--- config.mk ---
export PLATFORM = sky130hd
export DESIGN_NAME = in_mat_bram_loader
export DESIGN_NICKNAME = d
export VERILOG_FILES = /design/src/rtl/linear_proj_pkg.sv /design/src/rtl/in_mat_bram_loader.sv
export SDC_FILE = /design/constraint.sdc
export NUM_CORES = 1
export LEC_CHECK = 0
export BUFFER_PORTS_ARGS = -buffer_cell sky130_fd_sc_hd__buf_2
export CORE_ASPECT_RATIO = 0.75
export CORE_MARGIN = 2
export CORE_UTILIZATION = 48
export DETAILED_ROUTE_END_ITERATION = 7
export PLACE_DENSITY = 0.76
export SETUP_SLACK_MARGIN = 0.1
export SLEW_MARGIN = 20
export SYNTH_ARGS = -nofsm -noshare
export SYNTH_HDL_FRONTEND = slang
export SYNTH_SLANG_ARGS = --single-unit
--- constraint.sdc ---
create_clock -name clk -period 6.6 [get_ports clk]
set_clock_uncertainty 0.15 [all_clocks]
set_input_delay 0.33 -clock clk [delete_from_list [all_inputs] [get_ports clk]]
set_output_delay 0.33 -clock clk [all_outputs]
set_load 0.02 [all_outputs]
--- src/rtl/linear_proj_pkg.sv ---
// Shared constants and types for the linear-projection block: matrix geometry
// and the input-BRAM loader state encoding.
package linear_proj_pkg;

  localparam int WIDTH_A           = 8;
  localparam int CHUNK_SIZE        = 4;
  localparam int NUM_CORES_A       = 2;
  localparam int INNER_DIMENSION   = 16;
  localparam int A_OUTER_DIMENSION = 16;

  localparam int IN_MAT_WORD_W  = WIDTH_A * CHUNK_SIZE * NUM_CORES_A;
  localparam int NUM_A_ELEMENTS = INNER_DIMENSION * A_OUTER_DIMENSION * WIDTH_A / IN_MAT_WORD_W;

  typedef enum logic [1:0] {
    LD_IDLE      = 2'd0,
    LD_LOAD_EVEN = 2'd1,
    LD_LOAD_ODD  = 2'd2,
    LD_FINISH    = 2'd3
  } lp_loader_state_t;

endpackage

--- src/rtl/in_mat_bram_loader.sv ---
// Streams input-matrix words into the dual-port input BRAM: port A takes even
// addresses, port B odd ones, so each write cycle lands one word pair.
module in_mat_bram_loader
  import linear_proj_pkg::*;
#(
  parameter int DATA_WIDTH = WIDTH_A * CHUNK_SIZE * NUM_CORES_A,
  parameter int NUM_WORDS  = NUM_A_ELEMENTS,
  parameter int ADDR_WIDTH = $clog2(INNER_DIMENSION * A_OUTER_DIMENSION * WIDTH_A / DATA_WIDTH)
) (
  input  logic                  clk,
  input  logic                  rst,
  input  logic                  start,
  input  logic                  s_valid,
  input  logic [DATA_WIDTH-1:0] s_data,
  output logic                  s_ready,
  output logic                  in_mat_ena,
  output logic                  in_mat_wea,
  output logic [ADDR_WIDTH-1:0] in_mat_wr_addra,
  output logic [DATA_WIDTH-1:0] in_mat_dina,
  output logic                  in_mat_enb,
  output logic                  in_mat_web,
  output logic [ADDR_WIDTH-1:0] in_mat_wr_addrb,
  output logic [DATA_WIDTH-1:0] in_mat_dinb,
  output logic                  busy,
  output logic                  done
);

  localparam int PIDX_W = ((NUM_WORDS / 2 + 1) > 1) ? $clog2(NUM_WORDS / 2 + 1) : 1;
  localparam logic [31:0] LAST_IDX = 32'(NUM_WORDS - 1);

  if (NUM_WORDS < 1 || NUM_WORDS > (1 << ADDR_WIDTH)) begin : g_bad_cfg
    $error("in_mat_bram_loader: NUM_WORDS must be in 1..2**ADDR_WIDTH");
  end

  lp_loader_state_t      state_q, state_d;
  logic [PIDX_W-1:0]     pidx_q, pidx_d;
  logic [DATA_WIDTH-1:0] even_q, even_d;
  logic                  s_ready_q, s_ready_d;
  logic                  ena_q, ena_d, enb_q, enb_d;
  logic [ADDR_WIDTH-1:0] addra_q, addra_d, addrb_q, addrb_d;
  logic [DATA_WIDTH-1:0] dina_q, dina_d, dinb_q, dinb_d;
  logic                  busy_q, busy_d, done_q, done_d;

  logic [31:0] even_idx, odd_idx;
  logic        hs;

  assign even_idx = 32'(pidx_q) << 1;
  assign odd_idx  = even_idx + 32'd1;
  // s_ready_q is registered, so the handshake never depends combinationally on s_valid
  assign hs       = s_valid && s_ready_q;

  always_comb begin
    state_d = state_q;
    pidx_d  = pidx_q;
    even_d  = even_q;
    ena_d   = 1'b0;
    enb_d   = 1'b0;
    addra_d = addra_q;
    dina_d  = dina_q;
    addrb_d = addrb_q;
    dinb_d  = dinb_q;
    busy_d  = busy_q;
    done_d  = 1'b0;
    case (state_q)
      LD_IDLE: begin
        if (start) begin
          state_d = LD_LOAD_EVEN;
          pidx_d  = '0;
          busy_d  = 1'b1;
        end
      end
      LD_LOAD_EVEN: begin
        if (hs) begin
          even_d = s_data;
          // odd-length tail: last word goes out alone on port A
          if (even_idx == LAST_IDX) begin
            ena_d   = 1'b1;
            addra_d = even_idx[ADDR_WIDTH-1:0];
            dina_d  = s_data;
            state_d = LD_FINISH;
          end else begin
            state_d = LD_LOAD_ODD;
          end
        end
      end
      LD_LOAD_ODD: begin
        if (hs) begin
          ena_d   = 1'b1;
          enb_d   = 1'b1;
          addra_d = even_idx[ADDR_WIDTH-1:0];
          dina_d  = even_q;
          addrb_d = odd_idx[ADDR_WIDTH-1:0];
          dinb_d  = s_data;
          if (odd_idx == LAST_IDX) begin
            state_d = LD_FINISH;
          end else begin
            pidx_d  = pidx_q + 1'b1;
            state_d = LD_LOAD_EVEN;
          end
        end
      end
      LD_FINISH: begin
        done_d  = 1'b1;
        busy_d  = 1'b0;
        state_d = LD_IDLE;
      end
      default: state_d = LD_IDLE;
    endcase
    s_ready_d = (state_d == LD_LOAD_EVEN) || (state_d == LD_LOAD_ODD);
  end

  always_ff @(posedge clk or posedge rst) begin
    if (rst) begin
      state_q   <= LD_IDLE;
      pidx_q    <= '0;
      even_q    <= '0;
      s_ready_q <= 1'b0;
      ena_q     <= 1'b0;
      enb_q     <= 1'b0;
      addra_q   <= '0;
      dina_q    <= '0;
      addrb_q   <= '0;
      dinb_q    <= '0;
      busy_q    <= 1'b0;
      done_q    <= 1'b0;
    end else begin
      state_q   <= state_d;
      pidx_q    <= pidx_d;
      even_q    <= even_d;
      s_ready_q <= s_ready_d;
      ena_q     <= ena_d;
      enb_q     <= enb_d;
      addra_q   <= addra_d;
      dina_q    <= dina_d;
      addrb_q   <= addrb_d;
      dinb_q    <= dinb_d;
      busy_q    <= busy_d;
      done_q    <= done_d;
    end
  end

  assign s_ready         = s_ready_q;
  assign in_mat_ena      = ena_q;
  assign in_mat_wea      = ena_q;
  assign in_mat_wr_addra = addra_q;
  assign in_mat_dina     = dina_q;
  assign in_mat_enb      = enb_q;
  assign in_mat_web      = enb_q;
  assign in_mat_wr_addrb = addrb_q;
  assign in_mat_dinb     = dinb_q;
  assign busy            = busy_q;
  assign done            = done_q;

endmodule

==> summary.md <==
| Metric | Value |
|---|---|
| Vias per cell | `4.99` |
| Routing usage on met2 | `29.5%` |
| Mean area per synthesized cell | `17.9 um2` |
| Post-synthesis mux area share | `31.2%` |
| CP max FO | `72` |
| Hold path cells | `3` |
| Crit path DAT | `3.31 ns` |
| P_leak | `0.00555 uW` |
| Vias | `5,035` |
| Fmax | `324 MHz` |
| Crit-path cells | `nand2b_4, or2_4, buf_4, inv_16, mux2_4` |
| Slowest CP cell | `buf_4` |
| Largest net degree at the start of global routing | `111` |
| Syn. warnings | `0` |
| Antenna diodes | `0` |
| Crit path kind | `reg -> reg` |
| Worst Max-Slew Pin Slew | `1.05 ns` |
| Port bufs | `211` |
| Place WS | `3.62 ns` |
| Die H | `120 um` |
| Peak supply drop | `0.273 mV` |
| Die area | `19,000 um2` |
| Worst min path class | `in -> reg` |
| CTS Sinks | `208` |
| FF+latch count, synth | `208` |
| FF/Latch Area | `5200 um2` |
| # IOs | `213` |
| Synth area leader | `dfrtp_1` |
| FP Rows | `42` |
| Met1 Track Usage GR | `25.8%` |
| Final setup vio count | `0` |
| Final cycle utilization of the critical path | `46.8%` |
| Unrepaired setup endpoints after global routing | `false` |
| Post-CTS Setup Bufs | `0` |
| Final setup margin | `3.51 ns` |
| Synth Cell Area | `8600 um2` |
| Adder-cell share of the synthesized area | `0.291%` |
| Gr ovfl total | `0` |
| Area of the multi-input gates | `2960 um2` |
| Remaining DRCs | `0` |
| Core area | `17,600 um2` |
| Distinct cells, synth | `31` |
| Initial antenna violation count | `0` |
| Hpwl dp | `11.1 mm` |
| Tot Pwr | `5690 uW` |
| Crit path time final | `3.09 ns` |
| Clock-pin slew on the worst setup and hold paths | `0.06 ns` |
| Post-synthesis simple-gate area fraction | `1.80%` |
| # H-tree levels | `1` |
| First-pass GRT wire length | `28.2 mm` |
| Post-synth top flop | `dfrtp_1` |
| Layer with the highest usage | `met2` |
| Layout cells sized above 1 | `59.0%` |
| DR WL/cell | `17.7 um` |
| Area share of the largest cell type after synthesis | `60.5%` |
| Final ANT Viol Nets | `0` |
| Clock Tree Buf Depth | `3` |
| Initial drt markers | `326` |
| Status | `complete, no violations` |
| All-Layer GR Usage | `18.7%` |
| WL final | `17.9 mm` |
| XOR/XNOR Fraction of Synth Area | `0%` |
| Seq/Total Area, Yosys | `60.5%` |
| CTS tree | `done` |
| Global-route met3 utilization | `4.51%` |
| CTS Buf Count | `21` |
| GPL Wtd Cong | `0.766` |
| Startpoint types | `register` |
| Initial Util | `48.9%` |
| DRT Pass-1 Iters | `4` |
| PwrDens | `517 nW/um2` |
| Pins Over Slew Limit | `0` |
| Nets | `823` |
| Setup tns final | `0 ns` |
| Worst Path Required | `6.82 ns` |
| Mapped Cells | `481` |
| Crit end category | `register` |
| Number of flops mapped to enable cells by yosys | `0` |
| P&R area growth vs syn | `28.0%` |
| Die W | `159 um` |
| Clock Latency Late Sink | `0.49 ns` |
| Vias in the first global route | `5,353` |
| Worst R2R Path Depth | `5` |
| Area contributors post-synth | `dfrtp_1 (61%), mux2_4 (22%), mux2_2 (8.9%)` |
| Compound-gate portion of the synthesized area | `0.931%` |
| Fill cell count | `1,257` |
| Clock root cell | `clkbuf_16` |
| Syn nets | `551` |
| Worst relative slew slack | `30.1%` |
| CP max stage delay | `0.85 ns` |
| Final Hold Fails | `0` |
| Post-synth ARST share | `100%` |
| Main combinational cell family by area after synthesis | `multiplexers` |
| Max cap viols | `0` |
==> Yosys cell counts, drive strengths merged, types with 2 or more instances <==
master / number
a21oi: 2
and3: 2
buf: 29
dfrtp: 208
ha: 2
inv: 5
mux2: 196
nand2: 10
nand2b: 2
nand3: 7
o211ai: 2
o311ai: 3
==> sequential cells by signal (all words and copies together), names as in the netlist <==
signal,flops
state_q,2
done,1
in_mat_dinb,64
pidx_q,5
s_ready,1
in_mat_wr_addrb,5
in_mat_dina,64
busy,1
even_q,64
in_mat_enb,1
==> worst max-delay path, delay by kind of cell (launching register included) <==
kind	cells	cell delay, ns
buffers and inverters	2	1.15
flip-flops	1	0.54
AND/OR/NAND/NOR	2	0.48
multiplexers	1	0.43
==> cells by family after synthesis <==
| group | count (synthesis) |
|---|---|
| flip-flops | 208 |
| AND/OR/NAND/NOR | 28 |
| AO/OA/AOI/OAI | 11 |
| buffers and inverters | 35 |
| multiplexers | 196 |
| adder cells (fa/ha/maj) | 2 |
| other | 1 |
==> worst paths after layout <==
| path | to | slack [ns] | startpoint |
|---|---|---|---|
| worst min-delay path | s_ready$_DFF_PP0_ | 0.04 | start |
| worst max register to register | in_mat_dina[2]$_DFFE_PP0P_ | 3.51 | state_q[1]$_DFF_PP0_ |
| min in group asynchronous | even_q[43]$_DFFE_PP0P_ | 0.41 | rst |
| max in group asynchronous | even_q[29]$_DFFE_PP0P_ | 4.75 | rst |
| worst max-delay path | in_mat_dina[2]$_DFFE_PP0P_ | 3.51 | state_q[1]$_DFF_PP0_ |
| worst min register to register | in_mat_wr_addrb[0]$_DFFE_PP0P_ | 0.33 | in_mat_wr_addrb[0]$_DFFE_PP0P_ |
==> power breakdown <==
group | internal [uW] | total, uW | switching [uW] | leakage, uW
registers | 1890 | 2270 | 379 | 0.00253
clock network | 813 | 1300 | 488 | 0.000383
logic | 1090 | 2120 | 1030 | 0.00263
==> repair_timing <==
action,in CTS,in global routing
endpoints found under the hold margin,236,0
hold buffers,65,0
resized for setup,0,0
==> metal layers <==
| layer | part of all wire [%] | routed length, um |
|---|---|---|
| met5 | 0 | 0 |
| met4 | 2.4 | 425 |
| met3 | 6.4 | 1150 |
| met1 | 45 | 7990 |
| met2 | 47 | 8330 |
==> layout by cell type (no fill, tap or decap), types with 2 or more instances in the layout <==
cell type / instances
buf_2: 211
dfrtp_1: 208
mux2_4: 128
mux2_2: 68
dlygate4sd3_1: 65
clkbuf_16: 21
nand2_1: 9
nand3_1: 7
clkinv_2: 7
bufinv_16: 5
inv_1: 3
o311ai_0: 3
clkbuf_8: 3
buf_4: 3
and3_1: 2
a21oi_1: 2
o211ai_1: 2
ha_1: 2
==> final cells by class <==
cell class / instances / area share [%]
Sequential cell: 208 / 47.3
Multi-Input combinational cell: 238 / 26.9
Timing Repair Buffer: 279 / 15.7
Clock buffer: 24 / 5.15
Tap cell: 242 / 2.75
Clock inverter: 14 / 1.83
Inverter: 5 / 0.386
==> through the flow <==
| stage | area (um2) | util, % | std cells | hold slack, ns |
|---|---|---|---|---|
| after CTS | 11000 | 62.5 | 1010 | 0.0188 |
| after global routing | 11000 | 62.5 | 1010 | 0.0424 |
| final | 11000 | 62.5 | 1010 | 0.0395 |
| after global placement | 9590 | 54.5 | 907 | 0.298 |
| after detailed placement | 9590 | 54.5 | 907 | 0.314 |
| after floorplan | 8600 | - | 481 | 0.324 |
(Power assumes the default switching activity.)
